[src/rtl/mem_access_ctrl.sv]
// Single-port RAM access sequencer arbitrating IF (read-only) and MEM (read/write) with fixed latency.
// Optional statistics counters enabled by defining MEM_ACCESS_STATS_EN.
module mem_access_ctrl #(
  parameter int unsigned WAIT_CYCLES = 4,
  parameter int unsigned CNT_W       = 4
) (
  input  logic        clk,
  input  logic        rst,
  input  logic        if_req,
  input  logic [31:0] if_addr,
  output logic [31:0] if_rdata,
  output logic        if_ready,
  input  logic        MEM_R_EN,
  input  logic        MEM_W_EN,
  input  logic [31:0] mem_addr,
  input  logic [31:0] mem_wdata,
  output logic [31:0] mem_rdata,
  output logic        mem_ready,
  output logic        freeze,
  output logic        ram_en,
  output logic        ram_we,
  output logic [31:0] ram_addr,
  output logic [31:0] ram_wdata,
  input  logic [31:0] ram_rdata,
  output logic [31:0] stall_cnt,
  output logic [31:0] access_cnt
);

  localparam int unsigned DATA_W = 32;
  localparam int unsigned ADDR_W = 32;

  typedef enum logic [1:0] {
    ST_IDLE   = 2'd0,
    ST_ACCESS = 2'd1,
    ST_DONE   = 2'd2
  } state_e;

  state_e              state_q;
  logic [CNT_W-1:0]    cnt_q;
  logic                grant_mem_q;
  logic                last_mem_q;
  logic [DATA_W-1:0]   if_rdata_q;
  logic [DATA_W-1:0]   mem_rdata_q;
  logic                if_ready_q;
  logic                mem_ready_q;
  logic                ram_en_q;
  logic                ram_we_q;
  logic [ADDR_W-1:0]   ram_addr_q;
  logic [DATA_W-1:0]   ram_wdata_q;

  logic mem_pend;
  logic pick_mem;

  // A tie goes to whichever requester was not served last.
  always_comb begin
    mem_pend = MEM_R_EN | MEM_W_EN;
    pick_mem = mem_pend & (~if_req | ~last_mem_q);
  end

  // Sequencer: grant in IDLE, hold RAM controls through ACCESS, pulse ready in DONE.
  always_ff @(posedge clk or negedge rst) begin
    if (!rst) begin
      state_q     <= ST_IDLE;
      cnt_q       <= '0;
      grant_mem_q <= 1'b0;
      last_mem_q  <= 1'b0;
      if_rdata_q  <= '0;
      mem_rdata_q <= '0;
      if_ready_q  <= 1'b0;
      mem_ready_q <= 1'b0;
      ram_en_q    <= 1'b0;
      ram_we_q    <= 1'b0;
      ram_addr_q  <= '0;
      ram_wdata_q <= '0;
    end else begin
      if_ready_q  <= 1'b0;
      mem_ready_q <= 1'b0;
      case (state_q)
        ST_IDLE: begin
          if (if_req || mem_pend) begin
            grant_mem_q <= pick_mem;
            ram_addr_q  <= pick_mem ? mem_addr : if_addr;
            ram_we_q    <= pick_mem & MEM_W_EN;
            if (pick_mem) begin
              ram_wdata_q <= mem_wdata;
            end
            ram_en_q    <= 1'b1;
            cnt_q       <= CNT_W'(WAIT_CYCLES - 1);
            state_q     <= ST_ACCESS;
          end
        end
        ST_ACCESS: begin
          if (cnt_q == '0) begin
            if (!grant_mem_q) begin
              if_rdata_q <= ram_rdata;
            end else if (!ram_we_q) begin
              mem_rdata_q <= ram_rdata;
            end
            last_mem_q  <= grant_mem_q;
            if_ready_q  <= ~grant_mem_q;
            mem_ready_q <= grant_mem_q;
            ram_en_q    <= 1'b0;
            ram_we_q    <= 1'b0;
            state_q     <= ST_DONE;
          end else begin
            cnt_q <= cnt_q - CNT_W'(1);
          end
        end
        ST_DONE: begin
          state_q <= ST_IDLE;
        end
        default: begin
          state_q <= ST_IDLE;
        end
      endcase
    end
  end

  assign if_rdata  = if_rdata_q;
  assign mem_rdata = mem_rdata_q;
  assign if_ready  = if_ready_q;
  assign mem_ready = mem_ready_q;
  assign ram_en    = ram_en_q;
  assign ram_we    = ram_we_q;
  assign ram_addr  = ram_addr_q;
  assign ram_wdata = ram_wdata_q;

  // A requester stalls the pipeline until its own ready pulse.
  assign freeze = (if_req & ~if_ready_q) | (mem_pend & ~mem_ready_q);

`ifdef MEM_ACCESS_STATS_EN
  logic [31:0] stall_cnt_q;
  logic [31:0] access_cnt_q;

  always_ff @(posedge clk or negedge rst) begin
    if (!rst) begin
      stall_cnt_q  <= '0;
      access_cnt_q <= '0;
    end else begin
      if (freeze) begin
        stall_cnt_q <= stall_cnt_q + 32'd1;
      end
      if (if_ready_q || mem_ready_q) begin
        access_cnt_q <= access_cnt_q + 32'd1;
      end
    end
  end

  assign stall_cnt  = stall_cnt_q;
  assign access_cnt = access_cnt_q;
`else
  assign stall_cnt  = '0;
  assign access_cnt = '0;
`endif

endmodule

[config.mk]
export PLATFORM = sky130hd
export DESIGN_NAME = mem_access_ctrl
export DESIGN_NICKNAME = d
export VERILOG_FILES = /design/src/rtl/mem_access_ctrl.sv
export SDC_FILE = /design/constraint.sdc
export NUM_CORES = 1
export LEC_CHECK = 0
export CORE_ASPECT_RATIO = 0.7
export CORE_UTILIZATION = 43
export DETAILED_ROUTE_END_ITERATION = 12
export GPL_ROUTABILITY_DRIVEN = 0
export GPL_TIMING_DRIVEN = 0
export PLACE_DENSITY = 0.95
export SLEW_MARGIN = 30
export SYNTH_ARGS = -nofsm -noshare
export SYNTH_HDL_FRONTEND = slang
export SYNTH_SLANG_ARGS = --single-unit
[constraint.sdc]
create_clock -name clk -period 5.12 [get_ports clk]
set_clock_uncertainty 0.05 [all_clocks]
set_input_delay 0.768 -clock clk [delete_from_list [all_inputs] [get_ports clk]]
set_output_delay 0.768 -clock clk [all_outputs]
set_load 0.02 [all_outputs]
==> metrics.md <==
| Metric | Value |
|---|---|
| Status | finished, final reports clean |
| H-tree Lvls | 4 |
| Synth area leader | dfrtp_1 |
| Minimum clock period | 3060 ps |
| Crit Path Category | in -> out |
| Crit path buf inv count | 2 |
| Routed length per instance | around 17 microns |
| CTS root buffer | clkbuf_16 |
| Worst slew pin tran | around 740 ps |
| CP max FO | 5 |
| Diode count | 0 |
| CP dominant cell by count | clkdlybuf4s50_1 |
| Max Cap Viol | 0 |
| Post-DP HPWL | around 13000 microns |
| Worst R2R Start | cnt_q[0]$_DFFE_PN0P_ |
| Largest net degree at the start of global routing | slightly above 80 |
| Final setup violation count | 0 |
| Num CTS Buffers | 17 |
| Cell class contributing the biggest share of worst-path delay | buffers and inverters |
| Ys Warns | 0 |
| Netlist area before placement | 6240 sq um |
| Clock-pin transition on the worst setup and hold timing paths | roughly 60 ps |
| Layout cells sized above 1 | between 20% and 30% |
| Antenna Nets Post-Route | 0 |
| RSZ-0062 raised after global routing | no |
| Post-synthesis xor/xnor area fraction | 0% |
| Worst setup endpoint | freeze |
| Slowest cell on the critical path | clkdlybuf4s50_1 |
| Total gr overflow | 0 |
| CP endpoint kind | primary output |
| Post-cts sizing count | 0 |
| CP max stage delay | about 710 ps |
| Skew-Pair Late Insertion Delay | about 400 ps |
| Initial detailed-routing violation count | 145 |
| Cell Rows | 36 |
| Syn avg cell area | 13.5 sq um |
| Vias in the first global route | about 4900 |
| Final wirelength | approximately 17000 microns |
| Post-place setup slack | about 2100 ps |
| CP Cell Sequence | clkdlybuf4s50_1 > nor2_1 > o22ai_1 > clkdlybuf4s50_1 |
| Filler cells | between 1000 and 1500 |
| CP arrival | approximately 2200 ps |
| Share of the synthesized area in the top cell type | a little under three fifths |
| First-pass GRT wire length | about 26000 microns |
| Power Density | roughly 620 nW/um^2 |
| Top post-synthesis cells by area | dfrtp_1 (56%), mux2_2 (11%), mux2_4 (8.2%), buf_4 (7.8%), mux2i_1 (5.1%) |
| Via Count | between 4000 and 5000 |
| Post-synthesis compound-gate area fraction | between 4 and 5% |
| Peak supply drop | ~0.38 mV |
| First-pass DRT Iterations | 4 |
| Commonest non-fill, non-tap cell in the layout | clkdlybuf4s50_1 |
| Die area | about 15000 sq um |
| Die W | between 100 and 150 microns |
| Global Route Usage Sum | between 20% and 30% |
| Post-synthesis adder-cell area fraction | less than 1% |
| Setup Buffers After CTS | 0 |
| Core area | between 10000 and 15000 sq um |
| Slew Viols, Final | 0 |
| Syn Inst Count | 463 |
| CTS sink cnt | 140 |
| Num ports | 330 |
| Reg2reg path depth | 8 |
| Synth-to-layout area growth | 59.9% |
| Vert. Die Dim | between 100 and 150 microns |
| Final Cycle Share | 59.8% |
| Synth cell types | 32 |
| CP Depth | 4 |
| Max Clock Freq | 327 MHz |
| Port Buffers | ~270 |
| Multiplexer share of the synthesized area | 24.5% |
| Final WS setup | just over 2000 ps |
| CTS tree | yes |
| Final #Nets | roughly 950 |
| Most frequent cells in the layout | clkdlybuf4s50_1 (264), dfrtp_1 (140), buf_4 (65) |
| Worst hold path type | in -> async |
| Hold Vio Cnt, Final | 0 |
| DRC errors left | 0 |
| P_leak | 0.00466 uW |
| Post-route cell area | approximately 10000 sq um |
| Slew HR | roughly half |
| Worst setup startpoint | MEM_W_EN |
| CP Launch Type | primary input |
| Sequential share of the synthesized area | between 50% and 60% |
| CTS Buffer Depth | 2 |
| Synth Area in Simple Gates | under 10% |
| Main combinational cell family by area after synthesis | multiplexers |
| Worst reg2reg setup slack | ~3300 ps |
| Required @ worst endpoint | 4300 ps |
| Reg2Reg Capture Point | if_rdata[16]$_DFFE_PN0P_ |
| Starting Density | between 40% and 50% |
| Post-DR vias/cell | between 4 and 5 |
| Placed inst area | about 9400 sq um |
| #FFs+latches synth | 140 |
| CTS Hold Bufs | 0 |
| Initial antenna violation count | 0 |
==> layer usage <==
metal / track usage [%] / wire [microns] / part of all wire [%] / up-vias
li1: - / - / - / 2158
met1: 26.5 / 6840 / 41 / 2209
met2: 41.5 / 8610 / 51 / 177
met3: 7.35 / 1130 / 6.8 / 15
met4: 5.85 / 177 / 1.1 / 0
met5: 0 / 0 / 0 / -
==> report_power, final <==
group          internal, uW  total, uW  switching [uW]
Combinational          1600       3040            1440
Clock                   705       1200             494
Sequential             1660       1970             308
Total                  3970       6210            2240
==> logic make-up (layout without fill, tap and decap cells) <==
family,Yosys count,in the layout
and+or+nand+nor,55,55
DFF,140,140
buffers and inverters,93,391
adders and majority gates,2,2
other,1,64
AOI/OAI and AO/OA,44,44
muxes,128,128
==> state kept, by name, indices dropped and copies added (netlist names) <==
register     flops
cnt_q            4
grant_mem_q      1
if_rdata        32
if_ready         1
last_mem_q       1
mem_rdata       32
mem_ready        1
ram_addr        32
ram_en           1
ram_wdata       32
ram_we           1
state_q          2
==> per-stage QoR <==
step / TNS, ps / hold slack, ps / power [uW] / std cells / util, %
after floorplan: 0 / 400 / 3560 / 526 / -
after detailed placement: 0 / 419 / 5030 / 982 / 66.9
after CTS: 0 / 230 / 6270 / 1014 / 71.1
after global placement: -313940 / 412 / 4920 / 981 / 66.7
final: 0 / 229 / 6210 / 1014 / 71.1
after global routing: 0 / 256 / 6530 / 1014 / 71.1
==> synthesized netlist by cell type <==
| cell type | number |
|---|---|
| a21boi_0 | 2 |
| buf_4 | 65 |
| inv_1 | 6 |
| a21o_1 | 1 |
| or3_1 | 1 |
| or4_1 | 1 |
| o22ai_1 | 1 |
| nor2_1 | 3 |
| nand3_1 | 2 |
| and2_1 | 1 |
| a22o_1 | 1 |
| nand3_4 | 1 |
| o21ai_2 | 1 |
| mux2_4 | 34 |
| nand4_1 | 2 |
| inv_2 | 1 |
| nand2_1 | 39 |
| clkbuf_1 | 4 |
| nand3b_2 | 1 |
| mux2i_1 | 32 |
| conb_1 | 1 |
| buf_6 | 10 |
| o21ai_0 | 33 |
| o31ai_1 | 4 |
| o41ai_1 | 1 |
| dfrtp_1 | 140 |
| ha_1 | 2 |
| and2b_1 | 1 |
| nor2b_1 | 1 |
| mux2_2 | 62 |
| nand2b_1 | 2 |
| buf_2 | 7 |
==> layout make-up <==
| cell class | instances | area [sq um] | share of cell area [%] |
|---|---|---|---|
| inverter | 7 | 26.3 | 0.263 |
| sequential | 140 | 3500 | 35.1 |
| tap | 190 | 238 | 2.38 |
| clock inverter | 13 | 130 | 1.30 |
| buffer | 86 | 651 | 6.52 |
| clock buffer | 19 | 453 | 4.54 |
| timing repair buffer | 266 | 2690 | 26.9 |
| multi-input combinational | 293 | 2300 | 23.0 |
==> worst min-delay path by stage <==
stage,from,to,cells after the start
finish,rst,ram_wdata[20]$_DFFE_PN0P_,1
detailed placement,ram_addr[29]$_DFFE_PN0P_,ram_addr[29]$_DFFE_PN0P_,2
global placement,ram_addr[11]$_DFFE_PN0P_,ram_addr[11]$_DFFE_PN0P_,2
floorplan,last_mem_q$_DFFE_PN0P_,last_mem_q$_DFFE_PN0P_,1
CTS,rst,ram_wdata[20]$_DFFE_PN0P_,1
global route,rst,ram_wdata[12]$_DFFE_PN0P_,1
==> worst register-to-register path, cell delays in order, from the launching register on <==
cell,delay (ps)
dfrtp_1,390
inv_1,90
ha_1,240
nand3_4,110
inv_2,80
nand2b_1,100
buf_6,140
buf_6,180
mux2_2,360
Note: power is estimated with default switching activity, not from simulation.
==> patch (same flow settings) <==
Encoding of `state_e`: now one-hot (3 bits for 3 states).
--- a/src/rtl/mem_access_ctrl.sv
+++ b/src/rtl/mem_access_ctrl.sv
@@ -29,10 +29,10 @@
   localparam int unsigned DATA_W = 32;
   localparam int unsigned ADDR_W = 32;
 
-  typedef enum logic [1:0] {
-    ST_IDLE   = 2'd0,
-    ST_ACCESS = 2'd1,
-    ST_DONE   = 2'd2
+  typedef enum logic [2:0] {
+    ST_IDLE   = 3'b001,
+    ST_ACCESS = 3'b010,
+    ST_DONE   = 3'b100
   } state_e;
 
   state_e              state_q;
Formal check against the unedited RTL: no difference found for any inputs over 4 cycles, from zero or initial values and one cycle with rst low; so few cycles prove little.
==> patch against the unedited design <==
Maximum frequency is 1.3% higher. Wire length is 3.5% lower. Setup slack better by 39 ps. Final cell count is 3.3% lower. Register-to-register slack worse by 500 ps. Synthesized area is 2.6% higher. Power is 5.4% lower. Sequential cell count is 1 higher. Count of clock-buffer cells in the layout is 2 lower. Clock power is 6% higher. Final area is 1.9% higher. Largest cell class unchanged. Largest power group unchanged. Highest routed layer unchanged.
==> patch: results (changes against the unedited design) <==
post-synthesis cell type count - 36 (+13%)
sequential share of power - 31.4% (-0.3 points)
CTS Buffer Depth - 2 (unchanged)
worst r2r dst - if_rdata[5]$_DFFE_PN0P_
nets - 914 (-3.4%)
fraction of area in multi-input gates - 24.1% (+1.1 points)
Synth-to-Final Area Change - 58.8%
Max VDD drop - 0.274 mV (-28%)
clk cell area share - 5.98% (+0.14 points)
worst reg2reg path depth - 6 (-2)
syn_area_per_cell - 14.9 µm² (+10%)
pre-CTS WS - 1970 ps (-88.9 ps)
Starting DRT DRC Count - 183 (+26%)
HPWL Detailed - 12.4 mm (-4.2%)
worst hold margin - 246 ps (+17.4 ps)
count of non-CTS inverters in the layout - 5 (-2)
DP Area - 9570 µm² (+1.8%)
Sink Count - 141 (+0.71%)
crit path DAT - 2200 ps (-40 ps)
global-route wire length before repair - 25.6 mm (-1.6%)
synth top area cells - dfrtp_1, mux2_2, buf_4, mux2_4, buf_12
# fillers - 976 (-3.7%)
setup ws final - 2100 ps (+38.6 ps)
outcome - finished clean
Non-Filler Instances - 981 (-3.3%)
num rows - 36 (unchanged)
register area share after synthesis - 55.1% (-1.0 points)
vias - 4,452 (-2.3%)
Clock power frac - 21.7% (+2.4 points)
nonclk buf count - 347 (-1.4%)
Slew HR - 58.2% (+8.4 points)
vias in the first global route - 4,680 (-4.4%)
r2r setup slk - 2770 ps (-500 ps)
ratio of cells with drive above 1 in the final layout - 34.9% (+8.7 points)
most instantiated cells after synthesis - dfrtp_1, mux2_2, buf_4
CP startpoint - if_req
Total Routing Usage GR - 21.6% (-1.3 points)
CP max stage delay - 650 ps (-60 ps)
patch: changes by cell type after synthesis, moves of 3 or more:
cell     before  now
buf_6        10    5
a21oi_1       0    3
o31ai_1       4    0
mux2_4       34   29
mux2_2       62  130
buf_2         7    4
mux2i_1      32    1
o21ai_0      33    2
nand2_1      39    4
buf_12        0    3
o21a_1        0    3
patch: cells by family after synthesis:
| kind of cell | Yosys count | share of synthesized area (%) |
|---|---|---|
| other | 1 | 0.0585 |
| multiplexers | 161 | 30.0 |
| buffers and inverters | 86 | 10.3 |
| adder cells (fa/ha/maj) | 2 | 0.390 |
| flip-flops | 141 | 55.1 |
| AO/OA/AOI/OAI | 14 | 1.46 |
| AND/OR/NAND/NOR | 26 | 2.71 |
patch: metal layers:
layer,global-route usage (%),vias up,share of wire [%]
met5,0,-,0
met4,5.30,0,1.1
met3,6.40,15,6.6
met2,36.8,155,51
met1,26.8,2199,41
li1,-,2083,-
